### src/rtl/pm_noc_arb_pkg.sv
// Shared types, constants and helpers for the PM NoC output arbiter.
// Optional flit statistics are enabled with the PM_NOC_ARB_STATS_EN macro.
package pm_noc_arb_pkg;

   typedef enum logic {
      IDLE   = 1'b0,
      LOCKED = 1'b1
   } arb_state_t;

   localparam int STAT_WIDTH = 32;
   localparam int MAX_REQ    = 4;
   localparam int PTR_WIDTH  = 2;
   localparam int NOC_ASYNC_FIFO_PACKET_SIZE = 32;

   // Index of the set bit in a one-hot vector; zero input maps to index 0.
   function automatic logic [PTR_WIDTH-1:0] onehot_to_idx(input logic [MAX_REQ-1:0] oh);
      logic [PTR_WIDTH-1:0] idx;
      idx = '0;
      for (int i = 0; i < MAX_REQ; i++) begin
         if (oh[i]) idx = PTR_WIDTH'(i);
      end
      return idx;
   endfunction

endpackage

### src/rtl/pm_rr_pick.sv
// Combinational round-robin picker: the first requester found searching
// upward from rr_ptr+1 (modulo NUM_REQ) wins.
module pm_rr_pick
   import pm_noc_arb_pkg::*;
#(
   parameter int NUM_REQ = 2
) (
   input  logic [NUM_REQ-1:0]   req,
   input  logic [PTR_WIDTH-1:0] rr_ptr,
   output logic [NUM_REQ-1:0]   winner,
   output logic                 any_req
);

   logic found;

   always_comb begin
      winner = '0;
      found  = 1'b0;
      for (int k = 0; k < NUM_REQ; k++) begin
         for (int j = 0; j < NUM_REQ; j++) begin
            if (!found && req[j] && (j == (int'(rr_ptr) + 1 + k) % NUM_REQ)) begin
               winner[j] = 1'b1;
               found     = 1'b1;
            end
         end
      end
   end

   assign any_req = |req;

endmodule

### src/rtl/pm_noc_out_arb.sv
// Packet-locked round-robin arbiter feeding the PM's single NoC output stream.
// Define PM_NOC_ARB_STATS_EN to add per-requester accepted-flit counters.
module pm_noc_out_arb
   import pm_noc_arb_pkg::*;
#(
   parameter int NUM_REQ    = 2,
   parameter int DATA_WIDTH = NOC_ASYNC_FIFO_PACKET_SIZE
) (
   input  logic                          clk_i,
   input  logic                          reset_i,
   input  logic [NUM_REQ-1:0]            req_valid_i,
   input  logic [NUM_REQ*DATA_WIDTH-1:0] req_data_i,
   input  logic [NUM_REQ-1:0]            req_last_i,
   output logic [NUM_REQ-1:0]            req_ready_o,
   output logic                          out_valid_o,
   output logic [DATA_WIDTH-1:0]         out_data_o,
   output logic                          out_last_o,
   input  logic                          out_ready_i,
   output logic [NUM_REQ-1:0]            grant_o,
   output logic                          busy_o
`ifdef PM_NOC_ARB_STATS_EN
   ,
   input  logic                          stat_clr_i,
   output logic [NUM_REQ*STAT_WIDTH-1:0] stat_cnt_o
`endif
);

   // Handshake: a flit moves on any port in a cycle where valid and ready are
   // both high; ready never depends on valid of the same port.
   arb_state_t             state_q, state_d;
   logic [NUM_REQ-1:0]     grant_q, grant_d, winner, acc_vec;
   logic [PTR_WIDTH-1:0]   rr_ptr_q, rr_ptr_d, owner_idx;
   logic                   any_req, slot_free, accept, accept_last;
   logic [DATA_WIDTH-1:0]  owner_data;

   pm_rr_pick #(.NUM_REQ(NUM_REQ)) u_pick (
      .req     (req_valid_i),
      .rr_ptr  (rr_ptr_q),
      .winner  (winner),
      .any_req (any_req)
   );

   assign owner_idx   = onehot_to_idx(MAX_REQ'(grant_q));
   assign slot_free   = ~out_valid_o | out_ready_i;
   assign req_ready_o = ((state_q == LOCKED) && slot_free) ? grant_q : '0;
   assign acc_vec     = req_ready_o & req_valid_i;
   assign accept      = |acc_vec;
   assign accept_last = |(acc_vec & req_last_i);

   always_comb begin
      owner_data = '0;
      for (int j = 0; j < NUM_REQ; j++) begin
         if (grant_q[j]) owner_data = req_data_i[j*DATA_WIDTH +: DATA_WIDTH];
      end
   end

   always_ff @(posedge clk_i) begin
      if (reset_i) begin
         state_q  <= IDLE;
         grant_q  <= '0;
         rr_ptr_q <= PTR_WIDTH'(NUM_REQ - 1);
      end else begin
         state_q  <= state_d;
         grant_q  <= grant_d;
         rr_ptr_q <= rr_ptr_d;
      end
   end

   always_comb begin
      state_d  = state_q;
      grant_d  = grant_q;
      rr_ptr_d = rr_ptr_q;
      case (state_q)
         IDLE: begin
            if (any_req) begin
               grant_d = winner;
               state_d = LOCKED;
            end
         end
         LOCKED: begin
            // The lock is released only by the last flit; a stalled owner holds it.
            if (accept_last) begin
               state_d  = IDLE;
               grant_d  = '0;
               rr_ptr_d = owner_idx;
            end
         end
         default: state_d = IDLE;
      endcase
   end

   // Output register drains independently of the arbitration state.
   always_ff @(posedge clk_i) begin
      if (reset_i) begin
         out_valid_o <= 1'b0;
         out_data_o  <= '0;
         out_last_o  <= 1'b0;
      end else if (accept) begin
         out_valid_o <= 1'b1;
         out_data_o  <= owner_data;
         out_last_o  <= accept_last;
      end else if (out_ready_i) begin
         out_valid_o <= 1'b0;
      end
   end

   assign grant_o = grant_q;
   assign busy_o  = (state_q == LOCKED);

`ifdef PM_NOC_ARB_STATS_EN
   logic [STAT_WIDTH-1:0] stat_q [NUM_REQ];

   always_ff @(posedge clk_i) begin
      for (int j = 0; j < NUM_REQ; j++) begin
         if (reset_i || stat_clr_i) begin
            stat_q[j] <= '0;
         end else if (acc_vec[j] && (stat_q[j] != '1)) begin
            stat_q[j] <= stat_q[j] + STAT_WIDTH'(1);
         end
      end
   end

   always_comb begin
      stat_cnt_o = '0;
      for (int j = 0; j < NUM_REQ; j++) begin
         stat_cnt_o[j*STAT_WIDTH +: STAT_WIDTH] = stat_q[j];
      end
   end
`endif

endmodule

### config.mk
export PLATFORM = sky130hd
export DESIGN_NAME = pm_noc_out_arb
export DESIGN_NICKNAME = d
export VERILOG_FILES = /design/src/rtl/pm_noc_arb_pkg.sv /design/src/rtl/pm_rr_pick.sv /design/src/rtl/pm_noc_out_arb.sv
export SDC_FILE = /design/constraint.sdc
export NUM_CORES = 1
export LEC_CHECK = 0
export ABC_AREA = 1
export CAP_MARGIN = 10
export CORE_MARGIN = 2
export CORE_UTILIZATION = 41
export DETAILED_ROUTE_END_ITERATION = 8
export GPL_TIMING_DRIVEN = 0
export PLACE_DENSITY = 0.86
export SLEW_MARGIN = 20
export SYNTH_ARGS = -nofsm -noshare
export SYNTH_HDL_FRONTEND = slang
export SYNTH_SLANG_ARGS = --single-unit
### constraint.sdc
create_clock -name clk_i -period 2.9 [get_ports clk_i]
set_clock_uncertainty 0.15 [all_clocks]
set_input_delay 0.29 -clock clk_i [delete_from_list [all_inputs] [get_ports clk_i]]
set_output_delay 0.29 -clock clk_i [all_outputs]
set_load 0.05 [all_outputs]
==> flow_metrics.env <==
export IMPL_status="finished, final reports clean"
export IMPL_crit_top_cell="buf_2"
export IMPL_num_vias=2214
export IMPL_core_area_um2=4440
export IMPL_combinationalPowerShare=0.302
export IMPL_seq_area_frac_synth=0.396
export IMPL_grt_max_degree=12
export IMPL_synth_top_area_frac=0.396
export IMPL_power_mw=1.43
export IMPL_fin_setup_tns_ns=0
export IMPL_die_w_um=72.4
export IMPL_num_rows=24
export IMPL_post_route_period_util=0.856
export IMPL_worstPathCellList="buf_2 > inv_2 > buf_2 > nor2_1 > clkdlybuf4s50_1"
export IMPL_gp_congestion=0.776
export IMPL_fmax_mhz=403
export IMPL_seqPwrFrac=0.398
export IMPL_p_per_area_nw_per_um2=448
export IMPL_path_clk_slew_ns=0.07
export IMPL_drv_slew=0
export IMPL_cts_setup_buffers=0
export IMPL_hold_depth=2
export IMPL_cts_buffers=5
export IMPL_p_int_uw=980
export IMPL_switching_share=0.314
export IMPL_p_leak_nw=1.45
export IMPL_critPathLaunchType="flop"
export IMPL_synth_warnings=0
export IMPL_antennaDiodeCount=0
export IMPL_area_growth_pct=66.0
export IMPL_fp_dieH_um=72.4
export IMPL_slowest_delay_ns=0.80
export IMPL_synth_edf_count=0
export IMPL_antenna_left=0
export IMPL_cts_resized=0
export IMPL_relSlewSlack=0.637
export IMPL_ys_seq_elements=38
export IMPL_cts_hold_fix_buffers=0
export IMPL_cts_tree="yes"
export IMPL_worst_pin_slew_ns=0.543
export IMPL_syn_inst=287
export IMPL_cts_max_level=2
export IMPL_ctsRootBufferMaster="clkbuf_8"
export IMPL_dr_pass1_iters=4
export IMPL_netlist_top_cells_count="nand2_1, nor2_1, dfxtp_1"
export IMPL_hold_violations=0
export IMPL_p_switching_uw=449
export IMPL_avgSynthCellArea_um2=6.69
export IMPL_avgViaCountPerCell=4.86
export IMPL_initialDrtViolationCount=113
export IMPL_setup_viol=0
export IMPL_crit_slowest_cell="clkdlybuf4s50_1"
export IMPL_antenna_found_initial=0
export IMPL_start_util=0.432
export IMPL_synth_most_common_cell="nand2_1"
export IMPL_clkPwrFrac=0.300
export IMPL_synth_area_um2=1920
export IMPL_yosysUniqueCellTypes=20
export IMPL_wirelength_um=5860
export IMPL_end_kind="output pin"
export IMPL_worstSetupPathType="reg2out"
export IMPL_ioPinCount=110
export IMPL_synthTopCellsByArea="dfxtp_1, nand2_1, nor2_1"
export IMPL_cp_top_family="buffers and inverters"
export IMPL_overflow=0
export IMPL_track_usage=0.227
export IMPL_synth_nets=358
export IMPL_layout_drive_gt1_share=0.106
export IMPL_hpwl_um=4360
export IMPL_grt_pass1_vias=2063
export IMPL_final_net_count=474
export IMPL_rsz0062_at_grt="no"
export IMPL_grt_pass1_wl_um=9430
export IMPL_drcViolationCount=0
export IMPL_drv_cap=0
export IMPL_period_needed_ns=2.48
export IMPL_clock_sinks=38
export IMPL_async_flop_share=0
export IMPL_cts_buffer_depth=2
export IMPL_routedWlPerCell_um=12.9
export IMPL_worstPathArrival_ns=2.04
export IMPL_path_depth=5
export IMPL_clkLatencyLatePin_ns=0.29
export IMPL_hold_class="reg2reg"
export IMPL_synth_top_area_cell="dfxtp_1"
export IMPL_critPathRequiredTime_ns=2.46
export IMPL_dieArea_um2=5240
export IMPL_reg2reg_depth=8
export IMPL_crit_fanout=10
export IMPL_io_buffers=109
export IMPL_synth_ff_type="dfxtp_1"
export IMPL_path_buf_inv=4
export IMPL_ir_worst_vdd_v=0.000212
state kept, by name, indices dropped and copies added (netlist names):
register	flops
out_last_o	1
out_valid_o	1
grant_o	2
busy_o	1
rr_ptr_q	1
out_data_o	32
routing by layer:
metal  part of all wire  global-route usage  vias up
met2               0.47               0.382       95
met4             0.0065              0.0494        0
li1                   -                   -     1148
met5                  0                   0        -
met1               0.43               0.279      966
met3              0.097              0.0833        5
worst register-to-register path: stages (launching register included):
cell and delay [ns]:
dfxtp_1 0.41, inv_2 0.08, a21oi_4 0.19, nand3_2 0.11, nand2_4 0.15, inv_4 0.07
buf_6 0.15, nor2_1 0.12, nor2_1 0.06
power groups by stage:
stage	Sequential, mW	Clock (mW)	Combinational (mW)
after global routing	0.572	0.456	0.463
after CTS	0.568	0.436	0.434
after floorplan	0.683	0	0.136
final	0.568	0.429	0.432
after detailed placement	0.579	0	0.433
after global placement	0.578	0	0.427
per-stage QoR:
step	instances	hold slack [ns]	cell area, um2	util	setup slack [ns]
after floorplan	287	0.209	1920	-	0.675
after global placement	448	0.323	3080	0.692	0.474
after detailed placement	448	0.334	3080	0.692	0.457
after CTS	456	0.355	3190	0.717	0.394
after global routing	456	0.379	3190	0.717	0.291
final	456	0.351	3190	0.717	0.418
area by class of cell:
| class | instances | area (um2) |
|---|---|---|
| Tap cell | 52 | 65.1 |
| Timing Repair Buffer | 109 | 1090 |
| Sequential cell | 38 | 761 |
| Clock buffer | 8 | 110 |
| Fill cell | 389 | 1260 |
| Multi-Input combinational cell | 220 | 992 |
| Buffer | 20 | 130 |
| Inverter | 9 | 36.3 |
placed cells by master, fill, tap and decap left out, drive strengths merged:
master           n
clkdlybuf4s50  109
nor2            72
nand2           68
dfxtp           38
nand3           38
o21ai           35
buf             15
clkbuf          13
inv              9
nor3             3
nand4            2
a21oi            2
worst paths after layout:
| path | to | from | slack [ns] |
|---|---|---|---|
| max reg2reg | out_data_o[10] | busy_o | 1.30 |
| max | req_ready_o[1] | grant_o[1] | 0.42 |
| min | out_data_o[23] | out_data_o[23] | 0.35 |
| min reg2reg | out_data_o[23] | out_data_o[23] | 0.35 |
logic make-up (layout without fill, tap and decap cells):
group	after synthesis	in the layout	share of synthesized area
buf+inv	29	146	0.0867
flops	38	38	0.396
compound gates	37	37	0.102
simple gates	183	183	0.415
No activity file was read; power rests on OpenSTA's default activity.
